==> config.mk <==
export PLATFORM = sky130hd
export DESIGN_NAME = sum_normalizer36
export DESIGN_NICKNAME = d
export VERILOG_FILES = /design/src/rtl/sum_normalizer36.sv
export SDC_FILE = /design/constraint.sdc
export NUM_CORES = 1
export LEC_CHECK = 0
export CORE_MARGIN = 4
export CORE_UTILIZATION = 28
export CTS_CLUSTER_DIAMETER = 100
export DETAILED_ROUTE_END_ITERATION = 8
export SETUP_SLACK_MARGIN = 0.4
export SKIP_CTS_REPAIR_TIMING = 1
export SLEW_MARGIN = 20
export SYNTH_ARGS = -nofsm -noshare
export SYNTH_HDL_FRONTEND = slang
export SYNTH_SLANG_ARGS = --single-unit
==> constraint.sdc <==
create_clock -name clk -period 2.9 [get_ports clk]
set_input_delay 0.58 -clock clk [delete_from_list [all_inputs] [get_ports clk]]
set_output_delay 0.58 -clock clk [all_outputs]
set_load 0.05 [all_outputs]
==> src/rtl/sum_normalizer36.sv <==
// Normalizes a 36-bit unsigned adder sum to a 24-bit hidden-bit mantissa with
// round-to-nearest-even, exponent saturation and denormal handling.
module sum_normalizer36 #(
  parameter int unsigned EXP_W = 8
) (
  input  logic             clk,
  input  logic             rst_n,
  input  logic             in_valid,
  output logic             in_ready,
  input  logic [35:0]      in_sum,
  input  logic [EXP_W-1:0] in_exp,
  output logic             out_valid,
  input  logic             out_ready,
  output logic [23:0]      out_mant,
  output logic [EXP_W-1:0] out_exp,
  output logic             out_zero,
  output logic             out_overflow
);

  localparam logic [EXP_W-1:0] ExpOnes = '1;
  localparam logic [EXP_W-1:0] ExpOne  = EXP_W'(1);
  localparam logic [23:0]      MantHid = 24'h800000;

  typedef enum logic [1:0] {
    StIdle,
    StNorm,
    StRound,
    StDone
  } state_e;

  state_e           r_state, w_state_d;
  logic [35:0]      r_work, w_work_d;
  logic [EXP_W-1:0] r_exp_work, w_exp_work_d;
  logic [23:0]      r_out_mant, w_out_mant_d;
  logic [EXP_W-1:0] r_out_exp, w_out_exp_d;
  logic             r_out_zero, w_out_zero_d;
  logic             r_out_ovf, w_out_ovf_d;
  logic             r_in_ready;
  logic             r_out_valid;

  // Rounding datapath, only consumed in StRound.
  logic [23:0]      w_mant_pre;
  logic             w_guard;
  logic             w_sticky;
  logic             w_inc;
  logic [24:0]      w_mant_sum;
  logic             w_carry;
  logic [23:0]      w_mant_rnd;
  logic [EXP_W-1:0] w_exp_inc;
  logic [EXP_W-1:0] w_exp_rnd;
  logic             w_norm_stop;

  always_comb begin
    w_mant_pre  = r_work[35:12];
    w_guard     = r_work[11];
    w_sticky    = |r_work[10:0];
    w_inc       = w_guard & (w_sticky | w_mant_pre[0]);
    w_mant_sum  = {1'b0, w_mant_pre} + {24'd0, w_inc};
    w_carry     = w_mant_sum[24];
    w_mant_rnd  = w_carry ? MantHid : w_mant_sum[23:0];
    // Saturating increment so an all-ones exponent never wraps to zero.
    w_exp_inc   = (r_exp_work == ExpOnes) ? ExpOnes : (r_exp_work + ExpOne);
    w_exp_rnd   = w_carry ? w_exp_inc : r_exp_work;
    w_norm_stop = r_work[35] | (r_exp_work <= ExpOne);
  end

  always_comb begin
    w_state_d    = r_state;
    w_work_d     = r_work;
    w_exp_work_d = r_exp_work;
    w_out_mant_d = r_out_mant;
    w_out_exp_d  = r_out_exp;
    w_out_zero_d = r_out_zero;
    w_out_ovf_d  = r_out_ovf;

    unique case (r_state)
      StIdle: begin
        if (in_valid) begin
          w_work_d     = in_sum;
          w_exp_work_d = in_exp;
          if (in_sum == 36'd0) begin
            w_state_d    = StDone;
            w_out_mant_d = 24'd0;
            w_out_exp_d  = '0;
            w_out_zero_d = 1'b1;
            w_out_ovf_d  = 1'b0;
          end else begin
            w_state_d = StNorm;
          end
        end
      end

      StNorm: begin
        if (w_norm_stop) begin
          w_state_d = StRound;
        end else begin
          w_work_d     = {r_work[34:0], 1'b0};
          w_exp_work_d = r_exp_work - ExpOne;
        end
      end

      StRound: begin
        w_state_d    = StDone;
        w_exp_work_d = w_exp_rnd;
        w_out_zero_d = 1'b0;
        if (w_exp_rnd == ExpOnes) begin
          w_out_mant_d = 24'd0;
          w_out_exp_d  = ExpOnes;
          w_out_ovf_d  = 1'b1;
        end else begin
          w_out_mant_d = w_mant_rnd;
          w_out_ovf_d  = 1'b0;
          if (!w_mant_rnd[23]) begin
            w_out_exp_d = '0;
          end else if (!w_mant_pre[23]) begin
            // Rounding promoted a denormal into the smallest normal.
            w_out_exp_d = ExpOne;
          end else begin
            w_out_exp_d = w_exp_rnd;
          end
        end
      end

      StDone: begin
        if (out_ready) begin
          w_state_d = StIdle;
        end
      end

      default: w_state_d = StIdle;
    endcase
  end

  // Handshake flags are registered so both read 0 throughout reset.
  always_ff @(posedge clk or negedge rst_n) begin
    if (!rst_n) begin
      r_state     <= StIdle;
      r_work      <= 36'd0;
      r_exp_work  <= '0;
      r_out_mant  <= 24'd0;
      r_out_exp   <= '0;
      r_out_zero  <= 1'b0;
      r_out_ovf   <= 1'b0;
      r_in_ready  <= 1'b0;
      r_out_valid <= 1'b0;
    end else begin
      r_state     <= w_state_d;
      r_work      <= w_work_d;
      r_exp_work  <= w_exp_work_d;
      r_out_mant  <= w_out_mant_d;
      r_out_exp   <= w_out_exp_d;
      r_out_zero  <= w_out_zero_d;
      r_out_ovf   <= w_out_ovf_d;
      r_in_ready  <= (w_state_d == StIdle);
      r_out_valid <= (w_state_d == StDone);
    end
  end

  assign in_ready     = r_in_ready;
  assign out_valid    = r_out_valid;
  assign out_mant     = r_out_mant;
  assign out_exp      = r_out_exp;
  assign out_zero     = r_out_zero;
  assign out_overflow = r_out_ovf;

endmodule

==> metrics.yaml, run 1 <==
sta:
  fin_skew_ns: 0.0149
  final_max_slew_viol_count: 0
  fin_crit_sh_pct: 84.6
  timing.slew.headroom_pct: 56.7
  tightest_slew_ns: 0.650
  setup_viol: 0
  fmax_ghz: 0.407
  period_needed_ns: 2.45
  rsz0062_at_grt: "no"
  fin_ws_ns: 0.446
  hold_viol: 0
placed_design:
  hpwlAfterDp_mm: 10.3
  routabilityCongestion: 0.829
  port_buffers: 83
  dpl_worst_slack_ns: -0.0974
finish:
  area_growth_pct: 30.7
  multi_input_area_sq_um: 2680
  seqCellArea_sq_um: 2050
  layout.nets: 662
  num-fill-cells: 1676
  post-route-util_pct: 37.2
  drive_gt1_share_pct: 14.6
  antennaDiodeCount: 0
critical_path:
  crit_arrival_ns: 2.73
  worst_r2r_path_depth: 8
  startpoint: "in_sum[19]"
  r2r_slack_ns: 0.55
  endpoint: "out_mant[3]"
  timing.rr.end: "out_mant[4]"
  crit_type: "input pin to flop"
  timing.rr.start: "r_exp_work[1]"
  crit_path_end_kind: "flop"
  worstPathRequired_ns: 3.17
  cp_max_fo: 12
  worstSetupStartpointType: "input pin"
clocking:
  clk_pin_slew_ns: 0.07
  root_buffer: "clkbuf_16"
  cts.sinks: 82
  ctsLongestPathBuffers: 2
  cts_made_buffers: 9
  cts_tree: "done"
  h-tree-depth: 3
  clkLatencyLatePin_ns: 0.35
detailed_routing:
  drt_iter0_markers: 272
  ant_nets: 0
  num_vias: 4273
  detail_route.wl_per_cell_um: 16.5
  vias_per_cell: 5.11
  drc: 0
  drt-total-wl_mm: 13.8
  first_pass_iters: 5
global_routing:
  globalRouteOverflowTotal: 0
  grt_pass1_vias: 4217
  antenna_found_initial: 0
  grt_first_pass_wirelength_mm: 22.3
  grt.total_usage_pct: 13.9
  grt_max_degree: 47
worst_hold_path:
  hold_path_class: "input pin to asynchronous set/reset pin"
run:
  cap_violations: 0
power:
  power.leakage_uw: 0.00256
  peakVddDrop_mv: 0.564
  power_density_nw_per_um2: 1240
synth:
  yosysTopAreaCell: "dfrtp_1"
  synthAdderAreaFrac_pct: 2.04
  yosysSeqAreaShare_pct: 41.8
  synth_nets: 583
  ys_ff_latch: 82
  avgSynthCellArea_sq_um: 9.32
  yosys-top-cells-area: "dfrtp_1 42%, mux2i_1 7.9%, nor2_1 4.4%"
  synth_top_family_by_area: "simple AND/OR/NAND/NOR gates"
  synth-simple-area-share_pct: 20.2
  ys_warn_count: 0
  synth.distinct_cells: 61
  yosys.area.top_type_share_pct: 41.8
  synthMuxAreaShare_pct: 7.95
  synth_compound_area_share_pct: 17.2
  netlist_area_sq_um: 4910
  postSynthCellCount: 527
  synth_xor_xnor_area_share_pct: 4.82
floorplanning:
  die_w_um: 140
  ios: 84
  initial_core_util_pct: 28.5
  core_area_sq_um: 17200
  fp.dieH_um: 140
  fp.dieArea_sq_um: 19700
  fp-row-count: 48
status:
  status: "finished clean"
==> report_power, final <==
part           switching, uW  internal (uW)  leakage (uW)
Combinational           2690           1710       0.00145
Sequential               676           1710      0.000965
Clock                    493            701      0.000150
Total                   3850           4120       0.00256
==> flip-flops by register name, indices dropped and copies added, names as in the netlist <==
name and cells:
r_exp_work 8, out_mant 24, in_ready 1, r_work 36, out_exp 8, out_zero 1
out_valid 1, r_state 2, out_overflow 1
==> worst max-delay path, stage by stage <==
cell and delay [ns]:
clkdlybuf4s50_1 0.46, nor4_2 0.26, buf_4 0.17, nand4_1 0.10, buf_6 0.16, o31ai_4 0.24
nand2_2 0.09, or3_4 0.36, buf_12 0.16, o21ai_1 0.14
==> Yosys cell counts (all sizes together) <==
cell     number
dfrtp        82
a221o         3
o221a         1
a22o          5
xnor2        13
o2111ai       2
nand2b        2
and4          8
xor2         14
o211ai        6
nand4        10
a31oi        10
nand3        21
a31o          1
a311oi        1
nor4         12
a21oi        46
buf          17
o22ai         3
o211a         2
inv          13
a311o         3
nand4b        2
a211oi        1
nor4b         1
nor3         13
o21bai        1
and3          8
or3           2
nor2         58
nand2        45
and2          7
mux2i        39
or4           1
o21ai        35
clkinv        1
o31ai         1
o21ba         1
clkbuf       21
o221ai        2
nor2b         2
o22a          1
a21o          2
ha            8
==> cell type report <==
class                           instances  share of cell area (%)
Tap cell                              225                    4.39
Clock inverter                          6                    1.13
Clock buffer                           10                    3.72
Multi-Input combinational cell        394                    41.7
Inverter                               14                   0.819
Timing Repair Buffer                  105                    16.3
Sequential cell                        82                    32.0
==> kinds of logic after synthesis <==
logic type	after synthesis
AND/OR/NAND/NOR	192
AO/OA/AOI/OAI	127
flip-flops	82
buffers and inverters	52
multiplexers	39
XOR/XNOR	27
adder cells (fa/ha/maj)	8
==> per-stage QoR <==
step	setup TNS [ns]	cells	area, sq um	hold slack, ns	power (uW)
final	0	836	6420	0.215	7980
after global routing	0	836	6420	0.244	8540
after CTS	0	833	6280	0.232	7910
after detailed placement	-0.899	817	5970	0.477	6690
after global placement	-0.808	817	5970	0.466	6580
after floorplan	0	527	4910	0.284	5470
==> how the worst min path moves through the flow <==
stage	from	end	slack (ns)	depth (start not counted)
global route	rst_n	out_exp[5]	0.24	1
detailed placement	out_mant[18]	out_mant[18]	0.48	2
CTS	rst_n	out_exp[5]	0.23	1
global placement	out_mant[16]	out_mant[16]	0.47	2
floorplan	rst_n	in_ready	0.28	0
finish	rst_n	out_exp[5]	0.21	1
==> layout by cell type (no fill, tap or decap), types with 9 or more instances in the layout <==
cell type and instances:
clkbuf_16 9, nor2_1 57, nand2_1 44, a21oi_1 43
o21ai_2 14, nand3_1 19, o21ai_1 10, clkdlybuf4s50_1 78
mux2i_1 38, nor4_1 10, dfrtp_1 80, a31oi_1 10
buf_4 19, inv_1 13, xnor2_1 13, xor2_1 14
o21ai_0 11
==> layer usage <==
| layer | share of wire, % | vias up | global-route usage [%] |
|---|---|---|---|
| met5 | 0 | - | 0 |
| met4 | 1.9 | 0 | 5.05 |
| met3 | 5.1 | 18 | 3.65 |
| met2 | 48 | 123 | 22.5 |
| met1 | 45 | 2069 | 17.9 |
| li1 | - | 2063 | - |
(Power assumes the default switching activity.)
==> run 2, diff against run 1 <==
Clock period 2.9 ns to 2.1 ns, I/O delays scaled along.
==> metrics.yaml, run 2 (synthesis gave the netlist of run 1 again) <==
critical_path:
  timing.rr.start: "r_exp_work[0]"
  r2r_slack_ns: -0.03
  startpoint: "r_exp_work[0]"
  slowest_delay_ns: 0.57
  critPathSlowestCell: "or4_4"
  worstPathRequired_ns: 2.33
  worst_r2r_path_depth: 8
  timing.rr.end: "out_exp[0]"
  path_buf_inv: 1
  worstSetupStartpointType: "flop"
  crit_type: "flop to flop"
  crit_path_end_kind: "flop"
  critPathTopFamily: "simple AND/OR/NAND/NOR gates"
  cp_max_fo: 6
  crit_arrival_ns: 2.36
  crit_chain: "ha_2 > nand4_1 > nor2_2 > buf_4 > or4_4 > nand4b_4 > nand3_2 > a22o_1"
detailed_routing:
  drc: 0
  drt_iter0_markers: 288
  ant_nets: 0
  drt-total-wl_mm: 16.6
  num_vias: 4712
  vias_per_cell: 5.05
  maxUsedRoutingLayer: "met4"
  first_pass_iters: 4
  wl_met2_mm: 7.85
  route.met3.wl_um: 705
  detail_route.wl_per_cell_um: 17.8
  wl_met1_mm: 7.66
power:
  power_density_nw_per_um2: 1720
  power.leakage_uw: 0.00385
  total_power_uw: 13900
  peakVddDrop_mv: 0.717
status:
  status: "finished with violations"
  violations: "setup timing"
clocking:
  cts_tree: "done"
  h-tree-depth: 3
  clkLatencyLatePin_ns: 0.35
  cts.sinks: 82
  cts_made_buffers: 9
  clk_pin_slew_ns: 0.06
  root_buffer: "clkbuf_16"
  ctsLongestPathBuffers: 2
placed_design:
  hpwlAfterDp_mm: 11.6
  dpl_cell_area_sq_um: 6830
  dpl_worst_slack_ns: -0.738
  routabilityCongestion: 0.861
  port_buffers: 83
global_routing:
  grt_first_pass_wirelength_mm: 23.8
  globalRouteOverflowTotal: 0
  grt_pass1_vias: 4478
  grt.total_usage_pct: 15.1
  grt_max_degree: 83
  antenna_found_initial: 0
floorplanning:
  fp.dieH_um: 140
  die_w_um: 140
  initial_core_util_pct: 28.5
  core_area_sq_um: 17200
  ios: 84
  fp-row-count: 48
  fp.dieArea_sq_um: 19700
sta:
  fin_ws_ns: -0.0290
  timing.slew.headroom_pct: 59.2
  tightest_slew_ns: 0.612
  fmax_ghz: 0.470
  period_needed_ns: 2.13
  fin_skew_ns: 0.00886
  fin_hold_ws_ns: 0.0435
  fin_crit_sh_pct: 101
  rsz0062_at_grt: "yes"
  hold_viol: 0
  setup_viol: 5
  final_max_slew_viol_count: 0
finish:
  drive_gt1_share_pct: 41.4
  largest_register_ffs: 36
  design_area_sq_um: 8090
  layout.nets: 759
  antennaDiodeCount: 0
  top_register: "r_work"
  area_growth_pct: 64.8
  final_common_cell: "buf_4"
  mostFrequentLayoutCells: "99 x buf_4, 80 x dfrtp_1, 61 x dlymetal6s2s_1"
  num-fill-cells: 1570
worst_hold_path:
  hold_path_class: "input pin to asynchronous set/reset pin"
run:
  cap_violations: 0
[run 2: changes by cell type in the layout (fill, tap and decap cells not counted), moves of 21 or more]
cell and delta:
nor2_4 +21, a21oi_2 +31, clkdlybuf4s50_1 -67, nor2_1 -28, buf_4 +80, dlymetal6s2s_1 +57, a21oi_1 -34
[run 2: metal layers]
metal / GRT usage, % / up-vias
met3: 2.32 / 22
met5: 0 / -
met2: 24.3 / 124
li1: - / 2251
met1: 20.8 / 2315
met4: 5.10 / 0
[run 2: final cells by class]
type	instances	area, sq um	area share (%)
multi-input combinational	395	3350	41.4
timing repair buffer	201	2060	25.4
sequential	82	2050	25.4
tap	225	282	3.48
clock buffer	11	253	3.12
inverter	14	55.1	0.680
clock inverter	5	37.5	0.464
[run 2: worst max-delay path by stage]
stage / slack (ns) / end / cells past startpoint
floorplan: -0.07 / out_exp[0] / 9
global placement: -0.68 / out_exp[3] / 8
detailed placement: -0.74 / out_mant[3] / 7
CTS: -0.37 / out_mant[1] / 7
global route: -0.09 / out_exp[3] / 8
finish: -0.03 / out_exp[0] / 8
[run 2: report_power, final]
group	leakage [uW]	switching, uW	internal (uW)
logic	0.00275	5280	4110
registers	0.000965	664	2360
clock network	0.000138	666	870
[run 2: per-stage QoR]
step	cells	setup TNS, ns	util, %
global placement	898	-23.23	39.6
global route	933	-1.73	47.0
floorplan	527	-0.0736	-
CTS	914	-11.79	41.3
finish	933	-0.0410	47.0
detailed placement	898	-24.78	39.6
==> run 3, diff against run 2 <==
==> constraint.sdc (replaced) <==
create_clock -name clk -period 2.1 [get_ports clk]
set_input_delay 0.525 -clock clk [delete_from_list [all_inputs] [get_ports clk]]
set_output_delay 0.525 -clock clk [all_outputs]
set_load 0.05 [all_outputs]
==> metrics.yaml, run 3 (synthesis gave the netlist of run 1 again) <==
detailed_routing:
  detail_route.wl_per_cell_um: 18.5
  vias_per_cell: 5.02
  drt_iter0_markers: 262
  drc: 0
  first_pass_iters: 4
  num_vias: 4825
  ant_nets: 0
  drt-total-wl_mm: 17.8
sta:
  final_max_slew_viol_count: 0
  timing.slew.headroom_pct: 55.7
  tightest_slew_ns: 0.665
  tns_ns: -1.21
  setup_viol: 39
  fin_crit_sh_pct: 106
  rsz0062_at_grt: "yes"
  fmax_ghz: 0.450
  hold_viol: 0
  fin_ws_ns: -0.124
  fin_skew_ns: 0.00793
  period_needed_ns: 2.22
status:
  violations: "setup timing"
  status: "finished with violations"
finish:
  drive_gt1_share_pct: 48.4
  mostFrequentLayoutCells: "157 x buf_4, 80 x dfrtp_1, 43 x nand2_1"
  final_common_cell: "buf_4"
  top_register: "r_work"
  antennaDiodeCount: 0
  area_growth_pct: 64.3
  largest_register_ffs: 36
  num-fill-cells: 1592
  post-route-util_pct: 46.8
  layout.nets: 789
critical_path:
  worstSetupStartpointType: "flop"
  slowest_delay_ns: 0.34
  timing.rr.start: "r_work[12]"
  critPathSlowestCell: "dfrtp_1"
  crit_path_end_kind: "flop"
  crit_arrival_ns: 2.45
  worst_r2r_path_depth: 9
  endpoint: "out_exp[6]"
  worstPathRequired_ns: 2.32
  cp_max_fo: 7
  crit_chain: "and2_1 > ha_2 > and4_4 > nand4_4 > buf_4 > nor4_4 > mux2i_1 > buf_4 > a221o_1"
  r2r_slack_ns: -0.12
  crit_path_frequent_cell: "buf_4"
  crit_type: "flop to flop"
  timing.rr.end: "out_exp[6]"
  startpoint: "r_work[12]"
clocking:
  ctsLongestPathBuffers: 2
  cts.sinks: 82
  h-tree-depth: 3
  clk_pin_slew_ns: 0.06
  cts_made_buffers: 9
  root_buffer: "clkbuf_16"
  clkLatencyLatePin_ns: 0.35
  cts_tree: "done"
floorplanning:
  core_area_sq_um: 17200
  ios: 84
  die_w_um: 140
  initial_core_util_pct: 28.5
  fp.dieArea_sq_um: 19700
  fp.dieH_um: 140
  fp-row-count: 48
global_routing:
  antenna_found_initial: 0
  globalRouteOverflowTotal: 0
  grt_max_degree: 40
  grt.total_usage_pct: 16.1
  grt_pass1_vias: 4706
  grt_first_pass_wirelength_mm: 25.2
worst_hold_path:
  hold_path_class: "input pin to asynchronous set/reset pin"
placed_design:
  port_buffers: 83
  hpwlAfterDp_mm: 12.3
  routabilityCongestion: 0.899
run:
  cap_violations: 0
power:
  power.leakage_uw: 0.00358
  peakVddDrop_mv: 0.859
  power_density_nw_per_um2: 1740
-- run 3: worst max-delay path: cells and delay by family (launching register included) --
family / cells / cell delay [ns]
flip-flops: 1 / 0.34
AO/OA/AOI/OAI: 1 / 0.31
buffers and inverters: 2 / 0.37
AND/OR/NAND/NOR: 4 / 0.75
adder cells (fa/ha/maj): 1 / 0.17
multiplexers: 1 / 0.15
-- run 3: worst min path at each step --
| stage | to | slack [ns] | cells after the start |
|---|---|---|---|
| floorplan | in_ready | 0.23 | 0 |
| global placement | out_mant[12] | 0.47 | 2 |
| detailed placement | out_mant[16] | 0.48 | 2 |
| CTS | out_exp[3] | 0.11 | 1 |
| global route | r_exp_work[6] | 0.14 | 1 |
| finish | out_mant[20] | 0.11 | 1 |
-- run 3: metal layers --
metal / share of wire, % / global-route usage [%]
met1: 42 / 20.1
met2: 52 / 27.6
met3: 4.1 / 2.73
met4: 2.2 / 6.12
met5: 0 / 0
-- run 3: where the power goes --
part / internal, uW / leakage (uW) / total, uW / switching (uW)
registers: 2360 / 0.000965 / 3000 / 643
logic: 4160 / 0.00248 / 9500 / 5340
clock network: 828 / 0.000128 / 1510 / 684
-- run 3: per-stage QoR --
stage | instances | power [uW] | worst slack, ns | instance area (sq um) | hold slack, ns
3_5_place_dp | 920 | 10600 | -0.804 | 6900 | 0.475
5_1_grt | 962 | 14800 | -0.178 | 8070 | 0.138
2_1_floorplan | 527 | 8180 | -0.0736 | 5180 | 0.229
6_report | 962 | 14000 | -0.124 | 8070 | 0.114
3_3_place_gp | 920 | 10500 | -0.777 | 6900 | 0.470
4_1_cts | 935 | 12200 | -0.465 | 7170 | 0.114
-- run 3: final cells by class --
cell class / instances / area [sq um] / area share, %
Multi-Input combinational cell: 394 / 3300 / 40.8
Tap cell: 225 / 282 / 3.49
Sequential cell: 82 / 2050 / 25.5
Inverter: 14 / 55.1 / 0.682
Clock inverter: 4 / 28.8 / 0.357
Timing Repair Buffer: 232 / 2110 / 26.2
Clock buffer: 11 / 243 / 3.01
